File: config.mk
export PLATFORM = sky130hd
export DESIGN_NAME = mro_req_sched_flat
export DESIGN_NICKNAME = d
export VERILOG_FILES = /design/src/rtl/mro_req_sched_if.sv /design/src/rtl/mro_req_sched.sv /design/src/flat_wrapper.sv
export SDC_FILE = /design/constraint.sdc
export NUM_CORES = 1
export LEC_CHECK = 0
export CAP_MARGIN = 20
export CORE_MARGIN = 2
export CORE_UTILIZATION = 55
export CTS_BUF_LIST = sky130_fd_sc_hd__clkbuf_8
export CTS_CLUSTER_SIZE = 16
export DETAILED_ROUTE_END_ITERATION = 8
export MAX_ROUTING_LAYER = met4
export PLACE_DENSITY = 0.94
export SLEW_MARGIN = 20
export SYNTH_ARGS = -nofsm -noshare
export SYNTH_HDL_FRONTEND = slang
export SYNTH_SLANG_ARGS = --single-unit
File: constraint.sdc
create_clock -name Clk -period 11 [get_ports Clk]
set_input_delay 1.65 -clock Clk [delete_from_list [all_inputs] [get_ports Clk]]
set_output_delay 1.65 -clock Clk [all_outputs]
set_load 0.1 [all_outputs]
File: src/rtl/mro_req_sched_if.sv
// Handshake and matrix-control bundle of the request scheduler.
// The master modport is the scheduler's view; slave is the ingress/egress/matrix side.
interface mro_req_sched_if #(
    parameter int unsigned NUM_ENTRIES = 4,
    parameter int unsigned DATA_W      = 32
);
    logic                   InValid;
    logic                   InIsRdRsp;
    logic [DATA_W-1:0]      InData;
    logic                   InReady;

    logic                   Out0Valid;
    logic                   Out0Ready;
    logic [DATA_W-1:0]      Out0Data;
    logic                   Out1Valid;
    logic                   Out1Ready;
    logic [DATA_W-1:0]      Out1Data;

    logic                   MroEnAlloc;
    logic [NUM_ENTRIES-1:0] MroNextAlloc;
    logic [NUM_ENTRIES-1:0] MroDealloc;
    logic [NUM_ENTRIES-1:0] MroMask0;
    logic [NUM_ENTRIES-1:0] MroMask1;
    logic [NUM_ENTRIES-1:0] MroOldest0;
    logic [NUM_ENTRIES-1:0] MroOldest1;

    modport master (
        input  InValid, InIsRdRsp, InData, Out0Ready, Out1Ready, MroOldest0, MroOldest1,
        output InReady, Out0Valid, Out0Data, Out1Valid, Out1Data,
               MroEnAlloc, MroNextAlloc, MroDealloc, MroMask0, MroMask1
    );

    modport slave (
        output InValid, InIsRdRsp, InData, Out0Ready, Out1Ready, MroOldest0, MroOldest1,
        input  InReady, Out0Valid, Out0Data, Out1Valid, Out1Data,
               MroEnAlloc, MroNextAlloc, MroDealloc, MroMask0, MroMask1
    );
endinterface

File: src/rtl/mro_req_sched.sv
// Request-buffer controller: owns the payload slots, drives the external age matrix
// and issues the oldest read-response (port 0) and oldest other command (port 1).
module mro_req_sched #(
    parameter int unsigned  NUM_ENTRIES = 4,
    parameter int unsigned  DATA_W      = 32,
    localparam int unsigned OccW        = $clog2(NUM_ENTRIES + 1)
) (
    input  logic            Clk,
    input  logic            Rst,
    mro_req_sched_if.master bus,
    output logic [OccW-1:0] Occupancy,
    output logic            ProtErr
);
    logic [NUM_ENTRIES-1:0] entryValidQ, entryValidD;
    logic [NUM_ENTRIES-1:0] entryClsQ, entryClsD;
    logic [DATA_W-1:0]      entryDataQ [NUM_ENTRIES];
    logic [OccW-1:0]        occQ, occD;
    logic [1:0]             errQ, errD;

    logic [NUM_ENTRIES-1:0] freeVec, allocOh, deallocVec, mask0, mask1;
    logic [OccW-1:0]        deallocCnt;
    logic                   alloc, bad0, bad1, valid0, valid1, issue0, issue1;

    // Allocation: lowest free slot, from flopped state only so a slot freed this
    // cycle is not handed out again until the next one.
    always_comb begin
        freeVec = ~entryValidQ;
        allocOh = '0;
        for (int i = NUM_ENTRIES - 1; i >= 0; i--) begin
            if (freeVec[i]) begin
                allocOh    = '0;
                allocOh[i] = 1'b1;
            end
        end
        bus.InReady      = |freeVec;
        // Reset gate keeps the matrix controls quiet while Rst is held.
        alloc            = bus.InValid & bus.InReady & Rst;
        bus.MroEnAlloc   = alloc;
        bus.MroNextAlloc = alloc ? allocOh : '0;
    end

    // Issue side: class masks, protocol checks on the matrix answer, data muxes.
    always_comb begin
        mask0        = entryValidQ & ~entryClsQ;
        mask1        = entryValidQ & entryClsQ;
        bus.MroMask0 = mask0;
        bus.MroMask1 = mask1;

        bad0 = (|(bus.MroOldest0 & ~mask0)) |
               ((bus.MroOldest0 & (bus.MroOldest0 - NUM_ENTRIES'(1))) != '0);
        bad1 = (|(bus.MroOldest1 & ~mask1)) |
               ((bus.MroOldest1 & (bus.MroOldest1 - NUM_ENTRIES'(1))) != '0);

        valid0        = (|(bus.MroOldest0 & mask0)) & ~bad0 & ~errQ[0];
        valid1        = (|(bus.MroOldest1 & mask1)) & ~bad1 & ~errQ[1];
        bus.Out0Valid = valid0;
        bus.Out1Valid = valid1;

        bus.Out0Data = '0;
        bus.Out1Data = '0;
        for (int i = 0; i < NUM_ENTRIES; i++) begin
            bus.Out0Data = bus.Out0Data | (entryDataQ[i] & {DATA_W{bus.MroOldest0[i]}});
            bus.Out1Data = bus.Out1Data | (entryDataQ[i] & {DATA_W{bus.MroOldest1[i]}});
        end

        issue0         = valid0 & bus.Out0Ready;
        issue1         = valid1 & bus.Out1Ready;
        deallocVec     = ({NUM_ENTRIES{issue0}} & bus.MroOldest0) |
                         ({NUM_ENTRIES{issue1}} & bus.MroOldest1);
        bus.MroDealloc = deallocVec;
    end

    // Next-state for slot bookkeeping, occupancy and sticky per-port errors.
    always_comb begin
        entryValidD = (entryValidQ & ~deallocVec) | (alloc ? allocOh : '0);
        entryClsD   = entryClsQ;
        for (int i = 0; i < NUM_ENTRIES; i++) begin
            if (alloc && allocOh[i]) entryClsD[i] = ~bus.InIsRdRsp;
        end
        deallocCnt = '0;
        for (int i = 0; i < NUM_ENTRIES; i++) begin
            deallocCnt = deallocCnt + OccW'(deallocVec[i]);
        end
        occD = occQ + OccW'(alloc) - deallocCnt;
        errD = errQ | {bad1, bad0};
    end

    // Slot state, occupancy and error flags; all drop at once on reset.
    always_ff @(posedge Clk or negedge Rst) begin
        if (!Rst) begin
            entryValidQ <= '0;
            entryClsQ   <= '0;
            occQ        <= '0;
            errQ        <= '0;
        end else begin
            entryValidQ <= entryValidD;
            entryClsQ   <= entryClsD;
            occQ        <= occD;
            errQ        <= errD;
        end
    end

    // Payload capture; contents are meaningless until the slot is valid, so no reset.
    always_ff @(posedge Clk) begin
        for (int i = 0; i < NUM_ENTRIES; i++) begin
            if (alloc && allocOh[i]) entryDataQ[i] <= bus.InData;
        end
    end

    assign Occupancy = occQ;
    assign ProtErr   = |errQ;
endmodule

File: src/flat_wrapper.sv
// flat-port wrapper written by rule: the top's interface ports become plain ports
module mro_req_sched_flat 
#(
    parameter int unsigned  NUM_ENTRIES = 4,
    parameter int unsigned  DATA_W      = 32,
    localparam int unsigned OccW        = $clog2(NUM_ENTRIES + 1)
)
  (Clk, Rst, Occupancy, ProtErr, bus_InValid, bus_InIsRdRsp, bus_InData, bus_Out0Ready, bus_Out1Ready, bus_MroOldest0, bus_MroOldest1, bus_InReady, bus_Out0Valid, bus_Out0Data, bus_Out1Valid, bus_Out1Data, bus_MroEnAlloc, bus_MroNextAlloc, bus_MroDealloc, bus_MroMask0, bus_MroMask1);
  mro_req_sched_if #(.NUM_ENTRIES(NUM_ENTRIES), .DATA_W(DATA_W)) bus_i ();
  input  logic Clk;
  input  logic Rst;
  output logic [OccW-1:0] Occupancy;
  output logic ProtErr;
  input wire logic [$bits(bus_i.InValid)-1:0] bus_InValid;
  input wire logic [$bits(bus_i.InIsRdRsp)-1:0] bus_InIsRdRsp;
  input wire logic [$bits(bus_i.InData)-1:0] bus_InData;
  input wire logic [$bits(bus_i.Out0Ready)-1:0] bus_Out0Ready;
  input wire logic [$bits(bus_i.Out1Ready)-1:0] bus_Out1Ready;
  input wire logic [$bits(bus_i.MroOldest0)-1:0] bus_MroOldest0;
  input wire logic [$bits(bus_i.MroOldest1)-1:0] bus_MroOldest1;
  output wire logic [$bits(bus_i.InReady)-1:0] bus_InReady;
  output wire logic [$bits(bus_i.Out0Valid)-1:0] bus_Out0Valid;
  output wire logic [$bits(bus_i.Out0Data)-1:0] bus_Out0Data;
  output wire logic [$bits(bus_i.Out1Valid)-1:0] bus_Out1Valid;
  output wire logic [$bits(bus_i.Out1Data)-1:0] bus_Out1Data;
  output wire logic [$bits(bus_i.MroEnAlloc)-1:0] bus_MroEnAlloc;
  output wire logic [$bits(bus_i.MroNextAlloc)-1:0] bus_MroNextAlloc;
  output wire logic [$bits(bus_i.MroDealloc)-1:0] bus_MroDealloc;
  output wire logic [$bits(bus_i.MroMask0)-1:0] bus_MroMask0;
  output wire logic [$bits(bus_i.MroMask1)-1:0] bus_MroMask1;
  assign bus_i.InValid = bus_InValid;
  assign bus_i.InIsRdRsp = bus_InIsRdRsp;
  assign bus_i.InData = bus_InData;
  assign bus_i.Out0Ready = bus_Out0Ready;
  assign bus_i.Out1Ready = bus_Out1Ready;
  assign bus_i.MroOldest0 = bus_MroOldest0;
  assign bus_i.MroOldest1 = bus_MroOldest1;
  assign bus_InReady = bus_i.InReady;
  assign bus_Out0Valid = bus_i.Out0Valid;
  assign bus_Out0Data = bus_i.Out0Data;
  assign bus_Out1Valid = bus_i.Out1Valid;
  assign bus_Out1Data = bus_i.Out1Data;
  assign bus_MroEnAlloc = bus_i.MroEnAlloc;
  assign bus_MroNextAlloc = bus_i.MroNextAlloc;
  assign bus_MroDealloc = bus_i.MroDealloc;
  assign bus_MroMask0 = bus_i.MroMask0;
  assign bus_MroMask1 = bus_i.MroMask1;
  mro_req_sched #(.NUM_ENTRIES(NUM_ENTRIES), .DATA_W(DATA_W)) u_core (.Clk(Clk), .Rst(Rst), .bus(bus_i), .Occupancy(Occupancy), .ProtErr(ProtErr));
endmodule
==> run_results.csv, run 1 <==
group,metric,value,unit
run_status,status,"completed",
floorplanning,initial_core_util,56.5,%
logic_synthesis,synth_top_area_cell,"edfxtp_1",
grt,grt_pass1_wl,24700,um
power,comb_power_share,25.8,%
logic_synthesis,synth_top_area_share,62.7,%
floorplanning,die_area,0.0120,mm^2
finish,fill_cells,689,
place,place_hpwl,10000,um
critical_path,startpoint,"Rst",
timing,hold_viol_final,0,
timing,setup_viol,0,
finish,fin_util,72.8,%
timing,report.final.slew_viol_count,0,
timing,finalSetupTns,0,ns
clocking,cts_buffer_depth,2,
grt,top_usage_layer,"met2",
clocking,cts_sinks,141,
logic_synthesis,syn_area,0.00613,mm^2
critical_path,crit_arrival,4.98,ns
finish,final_nets,634,
floorplanning,coreArea,0.0108,mm^2
routing,drt_first_pass_iters,8,
clocking,cts-resized-gates,0,
timing,layout_min_cycle_time,6.63,ns
routing,detail_route.wl_per_cell,22.6,um
power,seqPwrFrac,45.8,%
timing,fmax,151,MHz
timing,final.setup_skew,0.0107,ns
logic_synthesis,ys.flop_type,"edfxtp_1",
logic_synthesis,synth_enable_flop_cells,128,
power,ir_worst_vdd,147,uV
timing,finalCritPeriodShare,60.2,%
critical_path,path_class,"in -> out",
critical_path,reg2reg_slack,7.21,ns
routing,routed_wl,16500,um
finish,syn_to_final_growth,28.8,%
finish,drive_gt1_share,8.12,%
min_path,worstHoldStart,"u_core.entryClsQ[1]",
critical_path,crit_required,9.35,ns
clocking,cts_made_buffers,17,
logic_synthesis,ys_types,38,
critical_path,start_kind,"input pin",
critical_path,endpoint_kind,"output port",
logic_synthesis,synth.area.top_cells,"edfxtp_1, a22oi_1, dfrtp_1",
grt,met3_usage,8.00,%
min_path,hp-class,"reg -> reg",
job,drv_cap,0,
floorplanning,core.rowCount,38,
power,p_clk_share,28.3,%
clocking,ctsHoldBuffers,0,
finish,multi_input_area,0.00181,mm^2
timing,timing.slew.headroom,33.3,%
critical_path,cp_max_fo,36,
finish,regArea,0.00417,mm^2
floorplanning,die_y,110,um
power,p_sw,463,uW
timing,rsz0062_at_grt,"false",
logic_synthesis,synth_commonest_cells,"a22oi_1, edfxtp_1, nand2_1",
finish,diodes,0,
clocking,postCtsSetupBuffers,0,
logic_synthesis,ys_seq_elements,141,
grt,track_usage,29.2,%
grt,met1_usage,35.1,%
grt,antenna_found_initial,0,
routing,drc,0,
logic_synthesis,syn_nets,510,
clocking,path_clk_slew,0.07,ns
clocking,clk_latency,0.44,ns
routing,drtIter0Drc,571,
routing,antenna_left,0,
routing,via_count,4809,
floorplanning,num_io_pins,134,
clocking,htreeDepth,4,
logic_synthesis,avgSynthCellArea,13.4,um^2
power,sw_frac_of_total,34.5,%
grt,grt_max_degree,40,
grt,met2_usage,47.2,%
logic_synthesis,syn_inst,456,
timing,tightestPinTransition,0.998,ns
critical_path,r2r-start,"u_core.entryValidQ[0]",
logic_synthesis,ys_seq_area_share,68.0,%
floorplanning,die_x,110,um
place,place.gp.congestion,0.936,
power,p_int,878,uW
clocking,tritoncts,"built",
logic_synthesis,yosysWarnings,0,
clocking,cts-root-buf,"clkbuf_8",
routing,viasPerCell,6.58,
grt,grt_pass1_vias,4782,
grt,grt_overflow,0,
logic_synthesis,async_flop_share,9.22,%
power,leakage,2.83,nW
logic_synthesis,yosysMostFrequentCell,"a22oi_1",
place,io_buffers,133,
power,p_per_area,170,mW/mm^2
registers in the layout (all words and copies together) (netlist names):
register / count
u_core.errQ: 2
u_core.entryClsQ: 4
u_core.Occupancy: 3
u_core.entryDataQ: 128
u_core.entryValidQ: 4
path summary, 6_finish.rpt:
path	to	cells past startpoint
setup / recovery	bus_MroNextAlloc[3]	5
hold / removal	u_core.entryClsQ[1]	2
setup reg to reg	u_core.Occupancy[2]	11
hold reg to reg	u_core.entryClsQ[1]	2
max in group asynchronous	u_core.entryClsQ[3]	1
min in group asynchronous	u_core.entryClsQ[1]	1
cell usage in the layout, fill, tap and decap left out, types with 2 or more instances in the layout:
| cell type | count |
|---|---|
| a22oi_1 | 130 |
| edfxtp_1 | 128 |
| clkdlybuf4s50_1 | 126 |
| nand2_1 | 72 |
| clkbuf_8 | 17 |
| dfrtp_1 | 13 |
| inv_1 | 11 |
| buf_2 | 7 |
| nor2_1 | 6 |
| a21oi_1 | 5 |
| ha_1 | 5 |
| buf_4 | 5 |
| nand3_1 | 4 |
| nand4_1 | 4 |
| nor2b_1 | 3 |
| and2_1 | 3 |
| nand2b_1 | 3 |
| a211oi_1 | 3 |
| xnor2_1 | 3 |
| fa_1 | 3 |
| clkinv_2 | 3 |
| or3_1 | 2 |
| nand3b_1 | 2 |
| a21o_1 | 2 |
| o21ai_1 | 2 |
| o21ai_0 | 2 |
| a31oi_1 | 2 |
| clkinv_1 | 2 |
| bufinv_16 | 2 |
| clkinv_4 | 2 |
| clkinvlp_4 | 2 |
final cells by class:
class                   instances  area share [%]
well taps                     140            2.22
multi-input cells             271            23.0
flip-flops and latches        141            52.8
repair buffers                138            16.9
clock inverters                13            1.62
inverters                      11           0.523
clock buffers                  17            2.96
kinds of logic after synthesis:
family	after synthesis	synth area share, %
buffers and inverters	44	2.70
multiplexers	1	0.163
AND/OR/NAND/NOR	107	7.98
XOR/XNOR	3	0.429
AO/OA/AOI/OAI	152	18.7
adder cells (fa/ha/maj)	8	2.00
flip-flops	141	68.0
power groups by stage:
| stage | clock (mW) | combinational [mW] | sequential [mW] |
|---|---|---|---|
| after floorplan | 0 | 0.209 | 0.663 |
| after global placement | 0 | 0.339 | 0.624 |
| after detailed placement | 0 | 0.345 | 0.625 |
| after CTS | 0.384 | 0.346 | 0.614 |
| after global routing | 0.407 | 0.359 | 0.616 |
| final | 0.380 | 0.346 | 0.614 |
layer usage:
| metal | routed length (um) | vias up | share of wire (%) |
|---|---|---|---|
| met5 | 0 | - | 0 |
| met4 | 291 | 0 | 1.8 |
| met3 | 1820 | 38 | 11 |
| met2 | 8490 | 395 | 51 |
| met1 | 5880 | 2330 | 36 |
| li1 | - | 2046 | - |
critical path, stage by stage:
cell and delay (ns):
clkdlybuf4s50_1 0.90, nand2_1 0.34, nor4b_2 0.31, buf_4 0.49, clkdlybuf4s50_1 1.24
through the flow:
stage / total power [mW] / setup WS, ns / instance area [um^2] / cells / hold slack [ns]
2_1_floorplan: 0.872 / 1.05 / 6130 / 456 / 0.497
3_5_place_dp: 0.970 / 4.39 / 7530 / 701 / 0.533
5_1_grt: 1.38 / 4.14 / 7890 / 731 / 0.587
4_1_cts: 1.34 / 4.37 / 7890 / 731 / 0.551
3_3_place_gp: 0.963 / 4.45 / 7530 / 701 / 0.546
6_report: 1.34 / 4.37 / 7890 / 731 / 0.553
Note: power is estimated with default switching activity, not from simulation.
==> run 2, diff against run 1 <==
--- a/config.mk
+++ b/config.mk
@@ -7,12 +7,12 @@
 export LEC_CHECK = 0
 export CAP_MARGIN = 20
 export CORE_MARGIN = 2
-export CORE_UTILIZATION = 55
+export CORE_UTILIZATION = 52
 export CTS_BUF_LIST = sky130_fd_sc_hd__clkbuf_8
 export CTS_CLUSTER_SIZE = 16
 export DETAILED_ROUTE_END_ITERATION = 8
 export MAX_ROUTING_LAYER = met4
-export PLACE_DENSITY = 0.94
+export PLACE_DENSITY = 0.9
 export SLEW_MARGIN = 20
 export SYNTH_ARGS = -nofsm -noshare
 export SYNTH_HDL_FRONTEND = slang
==> constraint.sdc (replaced) <==
create_clock -name Clk -period 6.1 [get_ports Clk]
set_input_delay 0.915 -clock Clk [delete_from_list [all_inputs] [get_ports Clk]]
set_output_delay 0.915 -clock Clk [all_outputs]
set_load 0.1 [all_outputs]
==> run 2 against run 1 <==
Sequential share of layout area decreased by 0.31 points. First-iteration DRC count increased by 8.4%. Global-route usage decreased by 1.7 points. Critical endpoint is now bus_MroDealloc[0]. Largest power group unchanged.
==> run_results.csv, run 2 (synthesis results as in run 1) <==
group,metric,value,unit
clocking,cts-resized-gates,0,
timing,rsz0062_at_grt,"false",
clocking,path_clk_slew,0.08,ns
grt,grt_max_degree,40,
floorplanning,core.rowCount,39,
critical_path,reg2reg_slack,2.34,ns
power,p_int,1.60,mW
clocking,cts_made_buffers,17,
critical_path,path_class,"in -> out",
power,p_sw,880,uW
clocking,cts-root-buf,"clkbuf_8",
floorplanning,die_x,113,um
power,comb_power_share,25.2,%
routing,via_count,4784,
clocking,ctsHoldBuffers,0,
clocking,clk_latency,0.44,ns
timing,hold_viol_final,0,
power,p_per_area,312,mW/mm^2
timing,tightestPinTransition,0.987,ns
place,place_hpwl,10100,um
finish,final_cells,736,
finish,fill_cells,777,
power,power,2.48,mW
place,place.gp.congestion,0.889,
timing,final.setup_skew,0.00845,ns
place,postPlaceCellArea,0.00754,mm^2
clocking,cts_buffer_depth,2,
clocking,postCtsSetupBuffers,0,
floorplanning,die_y,113,um
routing,drc,0,
clocking,htreeDepth,4,
job,drv_cap,0,
critical_path,crit_arrival,3.95,ns
finish,drive_gt1_share,9.29,%
critical_path,crit_required,5.18,ns
timing,finalSetupTns,0,ns
critical_path,cp_max_fo,38,
critical_path,crit_chain,"buf_2, or4b_4, a221oi_4, nand3_1, o32ai_2, clkdlybuf4s50_1",
min_path,hp-class,"reg -> reg",
critical_path,start_kind,"input pin",
critical_path,endpoint_kind,"output port",
routing,viasPerCell,6.50,
finish,layout_common_cells,"a22oi_1, edfxtp_1, clkdlybuf4s50_1, nand2_1, clkbuf_8",
critical_path,cpPeakStageDelay,1.22,ns
floorplanning,die_area,0.0127,mm^2
floorplanning,num_io_pins,134,
finish,final_common_cell,"a22oi_1",
routing,dr.max_layer_used,"met4",
routing,antenna_left,0,
grt,grt_pass1_wl,25600,um
routing,detail_route.wl_per_cell,22.9,um
grt,grt_pass1_vias,4837,
finish,largestRegisters,"u_core.entryDataQ (128), u_core.entryClsQ (4), u_core.entryValidQ (4)",
floorplanning,initial_core_util,53.4,%
finish,design_area,0.00794,mm^2
timing,timing.slew.headroom,34.0,%
routing,wl_met3,1590,um
power,p_clk_share,30.1,%
grt,antenna_found_initial,1,
timing,fmax,206,MHz
power,ir_worst_vdd,280,uV
power,sw_frac_of_total,35.5,%
timing,report.final.slew_viol_count,0,
routing,drt_first_pass_iters,6,
timing,layout_min_cycle_time,4.86,ns
routing,route.met2.wl,8390,um
floorplanning,coreArea,0.0115,mm^2
routing,routed_wl,16900,um
power,leakage,2.85,nW
finish,syn_to_final_growth,29.6,%
timing,setup_viol,0,
clocking,cts_sinks,141,
grt,track_usage,27.5,%
routing,drtIter0Drc,619,
place,io_buffers,133,
run_status,status,"completed",
place,dp_cells,703,
routing,drt-met1-wl,6460,um
grt,grt_overflow,0,
finish,largest_reg_flops,128,
timing,finalCritPeriodShare,79.7,%
power,seqPwrFrac,44.7,%
finish,final_nets,633,
critical_path,slowest_stage,"clkdlybuf4s50_1",
clocking,tritoncts,"built",
finish,largest-register,"u_core.entryDataQ",
run 2: cell count changes in the layout (fill, tap and decap cells not counted), sizes merged:
cell,delta
inv,+5
clkinvlp,+3
clkdlybuf4s50,-3
clkinv,-6
diode,+1
buf,+2
run 2: power groups by stage:
| stage | combinational, mW | clock, mW | sequential [mW] |
|---|---|---|---|
| 2_1_floorplan | 0.378 | 0 | 1.20 |
| 3_3_place_gp | 0.614 | 0 | 1.13 |
| 3_5_place_dp | 0.622 | 0 | 1.13 |
| 4_1_cts | 0.624 | 0.749 | 1.11 |
| 5_1_grt | 0.647 | 0.793 | 1.11 |
| 6_report | 0.625 | 0.746 | 1.11 |
run 2: area by class of cell:
| type | count | area (um^2) | area share (%) |
|---|---|---|---|
| Sequential cell | 141 | 4170 | 52.5 |
| Multi-Input combinational cell | 271 | 1840 | 23.1 |
| Timing Repair Buffer | 137 | 1320 | 16.6 |
| Clock buffer | 17 | 234 | 2.95 |
| Tap cell | 143 | 179 | 2.25 |
| Clock inverter | 15 | 163 | 2.05 |
| Inverter | 11 | 41.3 | 0.520 |
| Antenna cell | 1 | 2.50 | 0.0315 |
run 2: worst paths after layout:
check                                      start                   to  cells after the start
setup / recovery               bus_MroOldest0[1]    bus_MroDealloc[0]                      6
hold / removal               u_core.entryClsQ[1]  u_core.entryClsQ[1]                      2
setup reg to reg           u_core.entryValidQ[2]  u_core.Occupancy[2]                     12
hold reg to reg              u_core.entryClsQ[1]  u_core.entryClsQ[1]                      2
max in group asynchronous                    Rst  u_core.entryClsQ[1]                      1
min in group asynchronous                    Rst  u_core.Occupancy[1]                      1
run 2: per-stage QoR:
step           hold WS [ns]  worst slack [ns]  util (%)
4_1_cts               0.579              1.29      69.2
3_3_place_gp          0.526              1.31      65.8
3_5_place_dp          0.561              1.28      65.8
5_1_grt               0.663              1.13      69.2
2_1_floorplan         0.497             0.609         -
6_report              0.584              1.24      69.2
run 2: metal layers:
| metal | up-vias | GRT usage [%] |
|---|---|---|
| met4 | 0 | 10.5 |
| met2 | 312 | 43.7 |
| li1 | 2052 | - |
| met3 | 55 | 5.24 |
| met5 | - | - |
| met1 | 2365 | 35.4 |
run 2: critical path, delay by kind of cell:
kind / cells / cell delay, ns
compound gates: 2 / 0.62
buf+inv: 2 / 1.57
simple gates: 2 / 0.84
